## src/rtl/uart_prog_loader.sv

```systemverilog
// uart_prog_loader
//   Receives an 8N1 UART byte stream and turns it into word writes on a
//   memory upgrade port. Stream format: sync byte (0x5A = instruction
//   memory, 0x5B = data memory), 16-bit little-endian word count N, then
//   N little-endian 32-bit words.
//
//   Optional build macro UPG_CHECKSUM_EN: when defined, a trailing byte
//   equal to the XOR of all count and data bytes must follow the data.
//   A mismatch sets the error flag and leaves done low.
//
// Ports
//   clk         system clock, rising edge
//   rst         asynchronous active-high reset
//   upg_rx_i    UART receive line (asynchronous, idle high)
//   upg_wen_o   one-cycle write strobe
//   upg_adr_o   {target, word index}; MSB 0 = instruction, 1 = data memory
//   upg_dat_o   write data, held until the next write
//   upg_done_o  transfer complete, held until the next sync byte
//   upg_err_o   sticky error (frame error, index overflow, bad checksum)
module uart_prog_loader #(
  parameter int CLKS_PER_BIT = 87,
  parameter int ADDR_W       = 15
) (
  input  logic              clk,
  input  logic              rst,
  input  logic              upg_rx_i,
  output logic              upg_wen_o,
  output logic [ADDR_W-1:0] upg_adr_o,
  output logic [31:0]       upg_dat_o,
  output logic              upg_done_o,
  output logic              upg_err_o
);

  localparam int              TW        = $clog2(CLKS_PER_BIT);
  localparam logic [TW-1:0]   BIT_LAST  = TW'(CLKS_PER_BIT - 1);
  localparam logic [TW-1:0]   HALF_LAST = TW'(CLKS_PER_BIT / 2 - 1);
  // Words at or beyond this index do not fit the address field.
  localparam logic [16:0]     IDX_LIM   = 17'd1 << (ADDR_W - 1);

  // ---------------------------------------------------------------------
  // Receiver
  // byte_vld is a single-cycle pulse; byte_data is valid in that cycle
  // and stays put until the next byte completes, so it doubles as the
  // one-byte holding register. The protocol FSM never stalls, so there
  // is no ready path back to the receiver.
  // ---------------------------------------------------------------------
  typedef enum logic [1:0] {R_IDLE, R_START, R_DATA, R_STOP} rx_state_t;

  rx_state_t     rx_state;
  logic          rx_s1, rx_s2, rx_s3;
  logic [TW-1:0] tmr;
  logic [2:0]    bit_idx;
  logic [7:0]    shreg;
  logic          byte_vld;
  logic [7:0]    byte_data;
  logic          frame_err;

  always_ff @(posedge clk or posedge rst) begin
    if (rst) begin
      rx_s1     <= 1'b1;
      rx_s2     <= 1'b1;
      rx_s3     <= 1'b1;
      rx_state  <= R_IDLE;
      tmr       <= '0;
      bit_idx   <= '0;
      shreg     <= '0;
      byte_vld  <= 1'b0;
      byte_data <= '0;
      frame_err <= 1'b0;
    end else begin
      rx_s1     <= upg_rx_i;
      rx_s2     <= rx_s1;
      rx_s3     <= rx_s2;
      byte_vld  <= 1'b0;
      frame_err <= 1'b0;
      unique case (rx_state)
        R_IDLE: begin
          tmr <= '0;
          // Only a falling edge starts a frame, so a held-low line
          // (break) yields a single frame error rather than a stream.
          if (rx_s3 && !rx_s2) rx_state <= R_START;
        end
        R_START: begin
          if (tmr == HALF_LAST) begin
            tmr      <= '0;
            bit_idx  <= '0;
            rx_state <= rx_s2 ? R_IDLE : R_DATA;  // glitch rejection
          end else begin
            tmr <= tmr + 1'b1;
          end
        end
        R_DATA: begin
          if (tmr == BIT_LAST) begin
            tmr   <= '0;
            shreg <= {rx_s2, shreg[7:1]};       // LSB arrives first
            if (bit_idx == 3'd7) rx_state <= R_STOP;
            else                 bit_idx  <= bit_idx + 3'd1;
          end else begin
            tmr <= tmr + 1'b1;
          end
        end
        R_STOP: begin
          if (tmr == BIT_LAST) begin
            tmr      <= '0;
            rx_state <= R_IDLE;
            if (rx_s2) begin
              byte_vld  <= 1'b1;
              byte_data <= shreg;
            end else begin
              frame_err <= 1'b1;
            end
          end else begin
            tmr <= tmr + 1'b1;
          end
        end
        default: rx_state <= R_IDLE;
      endcase
    end
  end

  // ---------------------------------------------------------------------
  // Protocol FSM
  // ---------------------------------------------------------------------
`ifdef UPG_CHECKSUM_EN
  typedef enum logic [2:0] {P_IDLE, P_CNT_LO, P_CNT_HI, P_DATA, P_CHK, P_FINISH} p_state_t;
  logic [7:0] chk;
`else
  typedef enum logic [2:0] {P_IDLE, P_CNT_LO, P_CNT_HI, P_DATA, P_FINISH} p_state_t;
`endif

  p_state_t    state;
  logic        target;
  logic [15:0] cnt;
  logic [15:0] idx;
  logic [1:0]  bcnt;
  logic [23:0] part;    // first three bytes of the word being assembled

  always_ff @(posedge clk or posedge rst) begin
    if (rst) begin
      state      <= P_IDLE;
      target     <= 1'b0;
      cnt        <= '0;
      idx        <= '0;
      bcnt       <= '0;
      part       <= '0;
      upg_wen_o  <= 1'b0;
      upg_adr_o  <= '0;
      upg_dat_o  <= '0;
      upg_done_o <= 1'b0;
      upg_err_o  <= 1'b0;
`ifdef UPG_CHECKSUM_EN
      chk        <= '0;
`endif
    end else begin
      upg_wen_o <= 1'b0;
      if (frame_err) begin
        // A bad frame abandons the transfer; any partial word is dropped.
        upg_err_o <= 1'b1;
        state     <= P_IDLE;
      end else begin
        unique case (state)
          P_IDLE: begin
            if (byte_vld && (byte_data == 8'h5A || byte_data == 8'h5B)) begin
              target     <= byte_data[0];
              upg_done_o <= 1'b0;
              upg_err_o  <= 1'b0;
              idx        <= '0;
              bcnt       <= '0;
              state      <= P_CNT_LO;
`ifdef UPG_CHECKSUM_EN
              chk        <= '0;
`endif
            end
          end
          P_CNT_LO: begin
            if (byte_vld) begin
              cnt[7:0] <= byte_data;
              state    <= P_CNT_HI;
`ifdef UPG_CHECKSUM_EN
              chk      <= chk ^ byte_data;
`endif
            end
          end
          P_CNT_HI: begin
            if (byte_vld) begin
              cnt[15:8] <= byte_data;
`ifdef UPG_CHECKSUM_EN
              chk       <= chk ^ byte_data;
`endif
              // An empty transfer finishes straight away: done rises on
              // the cycle after this byte.
              if ({byte_data, cnt[7:0]} == 16'd0) begin
                upg_done_o <= 1'b1;
                state      <= P_IDLE;
              end else begin
                state <= P_DATA;
              end
            end
          end
          P_DATA: begin
            if (byte_vld) begin
              bcnt <= bcnt + 2'd1;
`ifdef UPG_CHECKSUM_EN
              chk  <= chk ^ byte_data;
`endif
              unique case (bcnt)
                2'd0: part[7:0]   <= byte_data;
                2'd1: part[15:8]  <= byte_data;
                2'd2: part[23:16] <= byte_data;
                default: begin
                  if ({1'b0, idx} < IDX_LIM) begin
                    upg_wen_o <= 1'b1;
                    upg_adr_o <= {target, idx[ADDR_W-2:0]};
                    upg_dat_o <= {byte_data, part};
                  end else begin
                    upg_err_o <= 1'b1;   // consumed but not written
                  end
                  idx <= idx + 16'd1;
                  if (idx + 16'd1 == cnt) begin
`ifdef UPG_CHECKSUM_EN
                    state <= P_CHK;
`else
                    state <= P_FINISH;
`endif
                  end
                end
              endcase
            end
          end
`ifdef UPG_CHECKSUM_EN
          P_CHK: begin
            if (byte_vld) begin
              if (byte_data == chk) begin
                state <= P_FINISH;
              end else begin
                upg_err_o <= 1'b1;
                state     <= P_IDLE;
              end
            end
          end
`endif
          P_FINISH: begin
            // Entered in the cycle the last strobe is issued, so done
            // rises one cycle after the final write.
            upg_done_o <= 1'b1;
            state      <= P_IDLE;
          end
          default: state <= P_IDLE;
        endcase
      end
    end
  end

endmodule

```

## config.mk

```make
export PLATFORM = sky130hd
export DESIGN_NAME = uart_prog_loader
export DESIGN_NICKNAME = d
export VERILOG_FILES = /design/src/rtl/uart_prog_loader.sv
export SDC_FILE = /design/constraint.sdc
export NUM_CORES = 1
export LEC_CHECK = 0
export CORE_MARGIN = 3
export CORE_UTILIZATION = 45
export DETAILED_ROUTE_END_ITERATION = 8
export DONT_BUFFER_PORTS = 1
export GPL_TIMING_DRIVEN = 0
export PLACE_DENSITY_LB_ADDON = 0.1
export REMOVE_ABC_BUFFERS = 1
export SLEW_MARGIN = 20
export SYNTH_ARGS = -nofsm -noshare
export SYNTH_HDL_FRONTEND = slang
export SYNTH_SLANG_ARGS = --single-unit
```

## constraint.sdc

```tcl
create_clock -name clk -period 5.8 [get_ports clk]
set_clock_uncertainty 0.2 [all_clocks]
set_input_delay 0.58 -clock clk [delete_from_list [all_inputs] [get_ports clk]]
set_output_delay 0.58 -clock clk [all_outputs]
set_load 0.01 [all_outputs]
```

==> summary.txt, run 1 <==
Status
  • Status: complete, no violations

Routing
  • Final WL: 13.3 mm
  • DRT antenna net count: 0
  • Vias: 4301
  • 1st-pass router iterations: 4
  • Drt via density: 5.60
  • DRC viols: 0
  • Iter 0 DRT Violations: 356
  • WL per Instance: 17.3 µm

CTS
  • Hold-fix buffers, CTS: 2
  • CTS Buffer Depth: 2
  • Setup bufs post-CTS: 0
  • Clock-pin slew on the worst setup and hold paths: 0.06 ns
  • CTS tree: yes
  • Clock root cell: clkbuf_16
  • H-tree levels: 4
  • Post-CTS sizing: 0
  • Sink Count: 145
  • Cts bufs inserted: 17
  • Skew-Pair Late Insertion Delay: 0.42 ns

Floorplanning
  • Chip width: 127 µm
  • Total die area: 16100 µm²
  • I/O pins: 53
  • Rows: 43
  • CORE AREA: 14100 µm²
  • Initial core utilization: 0.468
  • Die height: 127 µm

Critical path
  • CP endpoint kind: flop
  • Crit-path max FO: 39
  • Most used cell, CP: nand2_1
  • Worst Path Required: 5.89 ns
  • Nature of the critical path startpoint: flop
  • CP arrival: 4.25 ns
  • Crit-path cells: nand2_1 > nor4b_4 > nand2_1 > or3_2 > inv_2 > mux2_1
  • Crit-path max cell delay: 0.93 ns
  • Kind of critical path: reg -> reg
  • Slowest cell on the critical path: or3_2

STA
  • Worst Max-Slew Pin Slew: 0.910 ns
  • Final hold violation count: 0
  • Rel. slew slack: 0.388
  • RSZ-0062 raised after global routing: no
  • Fin crit share: 0.717
  • Final Max Slew Viols: 0
  • Tmin final: 4.16 ns
  • Setup Viol. Count Final: 0
  • Maximum clock rate: 240 MHz

Placed design
  • Port bufs: 0
  • Hpwl dp: 8.87 mm
  • GPL Wtd Cong: 0.881

Logic synthesis
  • Sequential-to-total area share from yosys stat: 0.551
  • Main combinational cell family by area after synthesis: simple AND/OR/NAND/NOR gates
  • Mux cell area share after synthesis: 0.147
  • Compound-Gate Fraction of Synth Area: 0.0716
  • Cells after Synth: 582
  • Adder-cell area share of the yosys netlist: 0.0171
  • Warnings from Yosys: 0
  • Async SR Flop Fraction: 1.00
  • Cell variety after synth: 57
  • Largest area contributor in the netlist: dfrtp_1
  • Top-area cell type share of the netlist area: 0.539
  • Post-synth EDFFs: 0
  • Synth Register Bits: 145
  • Synth Area in Simple Gates: 0.152
  • Syn_area_per_cell: 11.3 µm²
  • Post-Synth XOR/XNOR Area: 0.0319
  • Dominant cells by area after synthesis: dfrtp_1, mux2_2, nand2_1
  • Ys flop type: dfrtp_1
  • Mapped Area: 6590 µm²

Final layout
  • Final net count: 587
  • Fill cell count: 1247
  • Final Util: 0.522
  • Inserted Diodes: 0
  • Area growth from synthesis to layout: 11.6%
  • Share of cells above drive strength 1: 0.197

Power
  • Leak Pwr: 3.58 nW
  • Total Power: 2.27 mW
  • VDD IR max: 0.000178 V
  • Pwr per Cell Area: 309 nW/µm²

Global route
  • Number of global-route vias before repair: 4278
  • First-pass GRT wire length: 22.3 mm
  • Gr usage total: 0.174
  • Antenna violations before repair: 0
  • Grt total ovfl: 0
  • Pin count of the biggest net entering global routing: 94

Worst hold path
  • Hold Crit Class: reg -> reg

Job
  • Max Cap Violations: 0
## critical path, delay by kind of cell (launching register included)
kind	cells	cell delay (ns)
buffers and inverters	1	0.73
and+or+nand+nor	4	2.12
DFF	1	0.55
muxes	1	0.40
## logic make-up after synthesis
kind of cell             Yosys count
AO/OA/AOI/OAI                     75
AND/OR/NAND/NOR                  203
multiplexers                      86
flip-flops                       145
adder cells (fa/ha/maj)            9
XOR/XNOR                          24
buffers and inverters             40
## sequential cells by signal (all words and copies together) (netlist names), 2 cells and up, named ones only
register and count:
upg_adr_o 15, bit_idx 3, shreg 8, tmr 7
byte_data 8, idx 16, cnt 16, part 24
upg_dat_o 32, state 3, bcnt 2
## cell usage in the layout (no fill, tap or decap), types with 4 or more instances in the layout
| master | n |
|---|---|
| nor4_1 | 5 |
| ha_1 | 9 |
| inv_6 | 5 |
| and3_1 | 9 |
| clkbuf_16 | 17 |
| a31oi_1 | 4 |
| a21oi_1 | 11 |
| dfrtp_1 | 142 |
| nor2_1 | 23 |
| o31ai_1 | 5 |
| xnor2_1 | 15 |
| mux2_1 | 13 |
| xor2_1 | 9 |
| and2_1 | 6 |
| nor3b_1 | 4 |
| o21ai_0 | 30 |
| inv_1 | 8 |
| mux2_2 | 71 |
| nand2b_1 | 4 |
| nand4_1 | 12 |
| nand3_1 | 12 |
| a22o_1 | 4 |
| nor3_1 | 12 |
| nand2_1 | 99 |
## power by group
part / switching (mW) / total (mW) / leakage (nW) / internal [mW]
Sequential: 0.0191 / 1.05 / 2.01 / 1.03
Clock: 0.436 / 1.16 / 0.309 / 0.720
Combinational: 0.0424 / 0.0683 / 1.26 / 0.0259
Total: 0.497 / 2.27 / 3.58 / 1.77
## Yosys cell counts (all sizes together) (2+ instances only)
cell type / count
mux2: 84
a31oi: 4
ha: 9
xor2: 9
a41oi: 2
xnor2: 15
a22oi: 2
o41ai: 2
mux2i: 2
o22ai: 2
inv: 10
nand3: 13
nor4: 6
nand4: 12
nand2b: 4
dfstp: 3
clkbuf: 14
nand2: 99
a21boi: 4
nor2: 23
nor3: 13
a21oi: 11
and2: 7
o31ai: 5
or3: 3
o2111ai: 2
nor3b: 4
dfrtp: 142
and4: 3
o21ai: 31
buf: 16
and3: 9
nor4b: 2
a22o: 4
## metal layers
metal / global-route usage / routed length (µm) / vias to the layer above
li1: - / - / 2041
met1: 0.240 / 6200 / 2168
met2: 0.267 / 6400 / 78
met3: 0.0426 / 477 / 14
met4: 0.0694 / 215 / 0
met5: 0 / 0 / -
## per-stage QoR
step                cell area, µm²  hold slack (ns)  setup TNS [ns]  worst slack (ns)  std cells
detailed placement            6700            0.147               0              1.59        734
floorplan                     6430            0.145               0              1.13        552
global route                  7350            0.161               0              1.25        768
finish                        7350            0.156               0              1.64        768
CTS                           7350            0.157               0              1.58        768
global placement              6650            0.146          -50.95            -0.372        732
## final cells by class
| class | instances | area, µm² | share of cell area |
|---|---|---|---|
| clock buffer | 20 | 467 | 0.0635 |
| clock inverter | 12 | 168 | 0.0228 |
| inverter | 10 | 45.0 | 0.00613 |
| multi-input combinational | 397 | 2760 | 0.375 |
| sequential | 145 | 3630 | 0.494 |
| tap | 180 | 225 | 0.0306 |
| timing repair buffer | 4 | 55.1 | 0.00749 |
## path summary, 6_finish.rpt
path	start	endpoint	slack (ns)	depth (start not counted)
setup / recovery	state[1]$_DFFE_PP0P_	upg_adr_o[0]$_DFFE_PP0P_	1.64	6
hold / removal	rx_s1$_DFF_PP1_	rx_s2$_DFF_PP1_	0.16	0
setup reg to reg	state[1]$_DFFE_PP0P_	upg_adr_o[0]$_DFFE_PP0P_	1.64	6
hold reg to reg	rx_s1$_DFF_PP1_	rx_s2$_DFF_PP1_	0.16	0
max in group asynchronous	rst	state[2]$_DFFE_PP0P_	4.13	3
min in group asynchronous	rst	upg_adr_o[3]$_DFFE_PP0P_	0.49	2
Power figures use the tool's default switching activity.
==> run 2, diff against run 1 <==
clock period = 4 ns   (was 5.8 ns; I/O delays follow)
==> summary.txt, run 2 (synthesis results as in run 1) <==
Final layout
  • Commonest cells after routing, fill and taps aside: dfrtp_1, nand2_1, mux2_2 (unchanged)
  • Finished Layout Cells: 768 (unchanged)
  • Largest regs: upg_dat_o (32), part (24) (unchanged)
  • Share of cells above drive strength 1: 0.197 (unchanged)
  • Final net count: 587 (unchanged)
  • Number of flip-flops in the largest register: 32 (unchanged)
  • Post-route cell area: 7360 µm² (was 7350 µm²)
  • Most common cell after layout, fill and taps aside: dfrtp_1 (unchanged)
  • Biggest register: upg_dat_o (unchanged)
  • Inserted Diodes: 0 (unchanged)
  • Area growth from synthesis to layout: 11.7% (was 11.6%)

Critical path
  • Worst Path Required: 4.09 ns (was 5.89 ns)
  • Crit-path max FO: 39 (unchanged)
  • Nature of the critical path startpoint: flop (unchanged)
  • CP endpoint kind: flop (unchanged)
  • Kind of critical path: reg -> reg (unchanged)
  • CP arrival: 3.70 ns (was 4.25 ns)

Power
  • VDD IR max: 0.000258 V (was 0.000178 V)
  • Total Power: 3.29 mW (was 2.27 mW)
  • Pwr per Cell Area: 448 nW/µm² (was 309 nW/µm²)
  • Leak Pwr: 3.58 nW (about the same)

CTS
  • Clock-pin slew on the worst setup and hold paths: 0.06 ns (about the same)
  • Cts bufs inserted: 17 (unchanged)
  • CTS Buffer Depth: 2 (unchanged)
  • Skew-Pair Late Insertion Delay: 0.42 ns (about the same)
  • Sink Count: 145 (unchanged)
  • Clock root cell: clkbuf_16 (unchanged)
  • H-tree levels: 4 (unchanged)
  • CTS tree: yes (unchanged)

STA
  • Maximum clock rate: 277 MHz (was 240 MHz)
  • Fin crit share: 0.902 (was 0.717)
  • RSZ-0062 raised after global routing: no (unchanged)
  • Final Max Slew Viols: 0 (unchanged)
  • Min Hold Slack: 0.156 ns (unchanged)
  • Setup Viol. Count Final: 0 (unchanged)
  • Final hold violation count: 0 (unchanged)
  • Tmin final: 3.61 ns (was 4.16 ns)
  • Worst Max-Slew Pin Slew: 0.917 ns (was 0.910 ns)
  • Rel. slew slack: 0.383 (was 0.388)

Global route
  • First-pass GRT wire length: 22.3 mm (unchanged)
  • Grt total ovfl: 0 (unchanged)
  • Number of global-route vias before repair: 4278 (unchanged)
  • Pin count of the biggest net entering global routing: 94 (unchanged)
  • Gr usage total: 0.174 (unchanged)
  • Antenna violations before repair: 0 (unchanged)

Placed design
  • Placed Cells: 734 (unchanged)
  • GPL Wtd Cong: 0.881 (unchanged)
  • Port bufs: 0 (unchanged)
  • Hpwl dp: 8.87 mm (unchanged)
  • Dpl cell area: 6700 µm² (unchanged)

Floorplanning
  • Chip width: 127 µm (unchanged)
  • CORE AREA: 14100 µm² (unchanged)
  • I/O pins: 53 (unchanged)
  • Initial core utilization: 0.468 (unchanged)
  • Rows: 43 (unchanged)
  • Total die area: 16100 µm² (unchanged)
  • Die height: 127 µm (unchanged)

Worst hold path
  • Hold Crit Class: reg -> reg (unchanged)

Routing
  • DRT antenna net count: 0 (unchanged)
  • Final WL: 13.3 mm (about the same)
  • Drt via density: 5.61 (was 5.60)
  • 1st-pass router iterations: 4 (unchanged)
  • Iter 0 DRT Violations: 329 (was 356)
  • Vias: 4305 (was 4301)
  • DRC viols: 0 (unchanged)
  • WL per Instance: 17.3 µm (about the same)

Job
  • Max Cap Violations: 0 (unchanged)

Status
  • Status: complete, no violations (unchanged)
-- run 2: power by group --
group          switching, mW  internal [mW]  total, mW  leakage [nW]
Clock                  0.634           1.04       1.68         0.309
Combinational         0.0616         0.0375     0.0991          1.26
Sequential            0.0286           1.49       1.52          2.01
-- run 2: timing repair --
action,in CTS,in global routing
endpoints found under the hold margin,53,0
setup buffers,0,0
hold buffers,2,0
cloned,0,0
resized for setup,1,1
setup endpoints to repair,13,38
-- run 2: path summary, 6_finish.rpt --
check                      depth (start not counted)  slack (ns)                  from                  endpoint
setup reg to reg                                   6        0.39  state[1]$_DFFE_PP0P_  upg_adr_o[0]$_DFFE_PP0P_
max in group asynchronous                          3        2.51                   rst           rx_s2$_DFF_PP1_
hold / removal                                     0        0.16       rx_s1$_DFF_PP1_           rx_s2$_DFF_PP1_
min in group asynchronous                          2        0.31                   rst  upg_adr_o[3]$_DFFE_PP0P_
setup / recovery                                   6        0.39  state[1]$_DFFE_PP0P_  upg_adr_o[0]$_DFFE_PP0P_
hold reg to reg                                    0        0.16       rx_s1$_DFF_PP1_           rx_s2$_DFF_PP1_
-- run 2: metrics by stage --
stage,setup TNS (ns),utilization,worst slack [ns]
final,0,0.522,0.390
after global routing,0,0.522,0.0341
after CTS,0,0.522,0.0101
after detailed placement,-2.45,0.475,-0.209
after global placement,-290.00,0.472,-1.99
after floorplan,-69.53,-,-0.490
-- run 2: per-layer routing --
layer,wire (µm),GRT usage
met5,0,0
met4,139,0.0694
met3,483,0.0426
met2,6460,0.267
met1,6220,0.240
-- run 2: worst max-delay path, stage by stage (launching register included) --
cell and delay (ns):
dfrtp_1 0.56, nand2_1 0.17, nor4b_4 0.46, nand2_1 0.55
or3_4 0.69, inv_4 0.44, mux2_1 0.38
-- run 2: area by class of cell --
type	instances	area, µm²
Fill cell	1245	6740
Sequential cell	145	3630
Multi-Input combinational cell	397	2760
Clock buffer	20	467
Tap cell	180	225
Clock inverter	12	168
Timing Repair Buffer	4	55.1
Inverter	10	47.5
==> run 3, diff against run 2 <==
TNS_END_PERCENT = 20   (was unset)
clock period = 4.5 ns   (was 4 ns; I/O delays follow)
==> summary.txt, run 3 (synthesis results as in run 1) <==
Critical path
  • Crit-path max cell delay: 0.93 ns (was 0.69 ns)
  • Most used cell, CP: nand2_1 (unchanged)
  • Nature of the critical path startpoint: flop (unchanged)
  • Kind of critical path: reg -> reg (unchanged)
  • Slowest cell on the critical path: or3_2 (was or3_4)
  • Crit-path max FO: 39 (unchanged)
  • CP endpoint kind: flop (unchanged)
  • CP arrival: 4.12 ns (was 3.70 ns)
  • Worst Path Required: 4.59 ns (was 4.09 ns)
  • Crit-path cells: nand2_1 > nor4b_4 > nand2_1 > or3_2 > clkinv_2 > mux2_1 (was nand2_1 > nor4b_4 > nand2_1 > or3_4 > inv_4 > mux2_1)

Global route
  • Antenna violations before repair: 0 (unchanged)
  • Number of global-route vias before repair: 4278 (unchanged)
  • Pin count of the biggest net entering global routing: 94 (unchanged)
  • Gr usage total: 0.174 (unchanged)
  • Grt total ovfl: 0 (unchanged)
  • First-pass GRT wire length: 22.3 mm (unchanged)

Routing
  • WL per Instance: 17.3 µm (about the same)
  • Drt via density: 5.60 (was 5.61)
  • Final WL: 13.3 mm (about the same)
  • 1st-pass router iterations: 4 (unchanged)
  • Iter 0 DRT Violations: 356 (was 329)
  • Vias: 4301 (was 4305)
  • DRT antenna net count: 0 (unchanged)
  • DRC viols: 0 (unchanged)

STA
  • Tmin final: 4.03 ns (was 3.61 ns)
  • Maximum clock rate: 248 MHz (was 277 MHz)
  • Setup Viol. Count Final: 0 (unchanged)
  • Final hold violation count: 0 (unchanged)
  • Rel. slew slack: 0.388 (was 0.383)
  • Final worst slack: 0.471 ns (was 0.390 ns)
  • Final Max Slew Viols: 0 (unchanged)
  • Worst Max-Slew Pin Slew: 0.910 ns (was 0.917 ns)
  • Fin crit share: 0.895 (was 0.902)
  • RSZ-0062 raised after global routing: no (unchanged)
  • Min Hold Slack: 0.156 ns (unchanged)

Power
  • VDD IR max: 0.000229 V (was 0.000258 V)
  • Pwr per Cell Area: 398 nW/µm² (was 448 nW/µm²)
  • Leak Pwr: 3.58 nW (about the same)

Final layout
  • Area growth from synthesis to layout: 11.6% (was 11.7%)
  • Final net count: 587 (unchanged)
  • Inserted Diodes: 0 (unchanged)
  • Most common cell after layout, fill and taps aside: dfrtp_1 (unchanged)
  • Largest regs: upg_dat_o (32), part (24) (unchanged)
  • Register area: 3630 µm² (unchanged)
  • Biggest register: upg_dat_o (unchanged)
  • Commonest cells after routing, fill and taps aside: dfrtp_1, nand2_1, mux2_2 (unchanged)
  • Number of flip-flops in the largest register: 32 (unchanged)
  • Area of the multi-input gates: 2760 µm² (about the same)
  • Fill cell count: 1248 (was 1245)
  • Share of cells above drive strength 1: 0.197 (unchanged)

Placed design
  • GPL Wtd Cong: 0.881 (unchanged)
  • Port bufs: 0 (unchanged)
  • Hpwl dp: 8.87 mm (unchanged)
  • DP Worst Slack: 0.291 ns (was -0.209 ns)

CTS
  • Cts bufs inserted: 17 (unchanged)
  • Skew-Pair Late Insertion Delay: 0.42 ns (about the same)
  • CTS tree: yes (unchanged)
  • H-tree levels: 4 (unchanged)
  • Clock-pin slew on the worst setup and hold paths: 0.06 ns (about the same)
  • CTS Buffer Depth: 2 (unchanged)
  • Setup bufs post-CTS: 0 (unchanged)
  • Clock root cell: clkbuf_16 (unchanged)
  • Sink Count: 145 (unchanged)

Floorplanning
  • Rows: 43 (unchanged)
  • Chip width: 127 µm (unchanged)
  • Die height: 127 µm (unchanged)
  • I/O pins: 53 (unchanged)
  • CORE AREA: 14100 µm² (unchanged)
  • Total die area: 16100 µm² (unchanged)
  • Initial core utilization: 0.468 (unchanged)

Job
  • Max Cap Violations: 0 (unchanged)

Status
  • Status: complete, no violations (unchanged)

Worst hold path
  • Hold Crit Class: reg -> reg (unchanged)
## run 3: routing by layer
layer,up-vias,share of wire,global-route usage
met1,2168,0.47,0.240
met5,-,0,0
met4,0,0.016,0.0694
met2,78,0.48,0.267
met3,14,0.036,0.0426
li1,2041,-,-
## run 3: repair_timing
item,CTS,global route
setup endpoints to repair,0,13
gates resized for setup,0,1
hold endpoints to repair,53,0
hold buffers,2,0
## run 3: final timing paths
kind	depth (start not counted)	slack, ns	startpoint	end
max in group asynchronous	3	2.96	rst	state[2]$_DFFE_PP0P_
worst min register to register	0	0.16	rx_s1$_DFF_PP1_	rx_s2$_DFF_PP1_
worst max-delay path	6	0.47	state[1]$_DFFE_PP0P_	upg_adr_o[0]$_DFFE_PP0P_
worst max register to register	6	0.47	state[1]$_DFFE_PP0P_	upg_adr_o[0]$_DFFE_PP0P_
worst min-delay path	0	0.16	rx_s1$_DFF_PP1_	rx_s2$_DFF_PP1_
min in group asynchronous	2	0.36	rst	upg_adr_o[3]$_DFFE_PP0P_
## run 3: critical path, delay by kind of cell (launching register included)
| family | cells | cell delay [ns] |
|---|---|---|
| simple gates | 4 | 2.12 |
| buf+inv | 1 | 0.60 |
| mux | 1 | 0.40 |
| flops | 1 | 0.55 |
## run 3: area by class of cell
type	count	area share
Clock inverter	12	0.0228
Multi-Input combinational cell	397	0.375
Timing Repair Buffer	4	0.00749
Clock buffer	20	0.0635
Inverter	10	0.00630
Tap cell	180	0.0306
Sequential cell	145	0.494
## run 3: per-stage QoR
step	setup TNS, ns	cell area, µm²	power, mW	utilization	cells
6_report	0	7350	2.93	0.522	768
5_1_grt	0	7350	3.04	0.522	768
4_1_cts	0	7350	2.97	0.522	768
3_5_place_dp	0	6700	1.46	0.475	734
3_3_place_gp	-217.16	6650	1.45	0.472	732
2_1_floorplan	-5.63	6430	1.43	-	552
## run 3: power breakdown
group	internal [mW]	switching [mW]	leakage, nW
Sequential	1.32	0.0247	2.01
Clock	0.928	0.562	0.309
Combinational	0.0334	0.0547	1.26
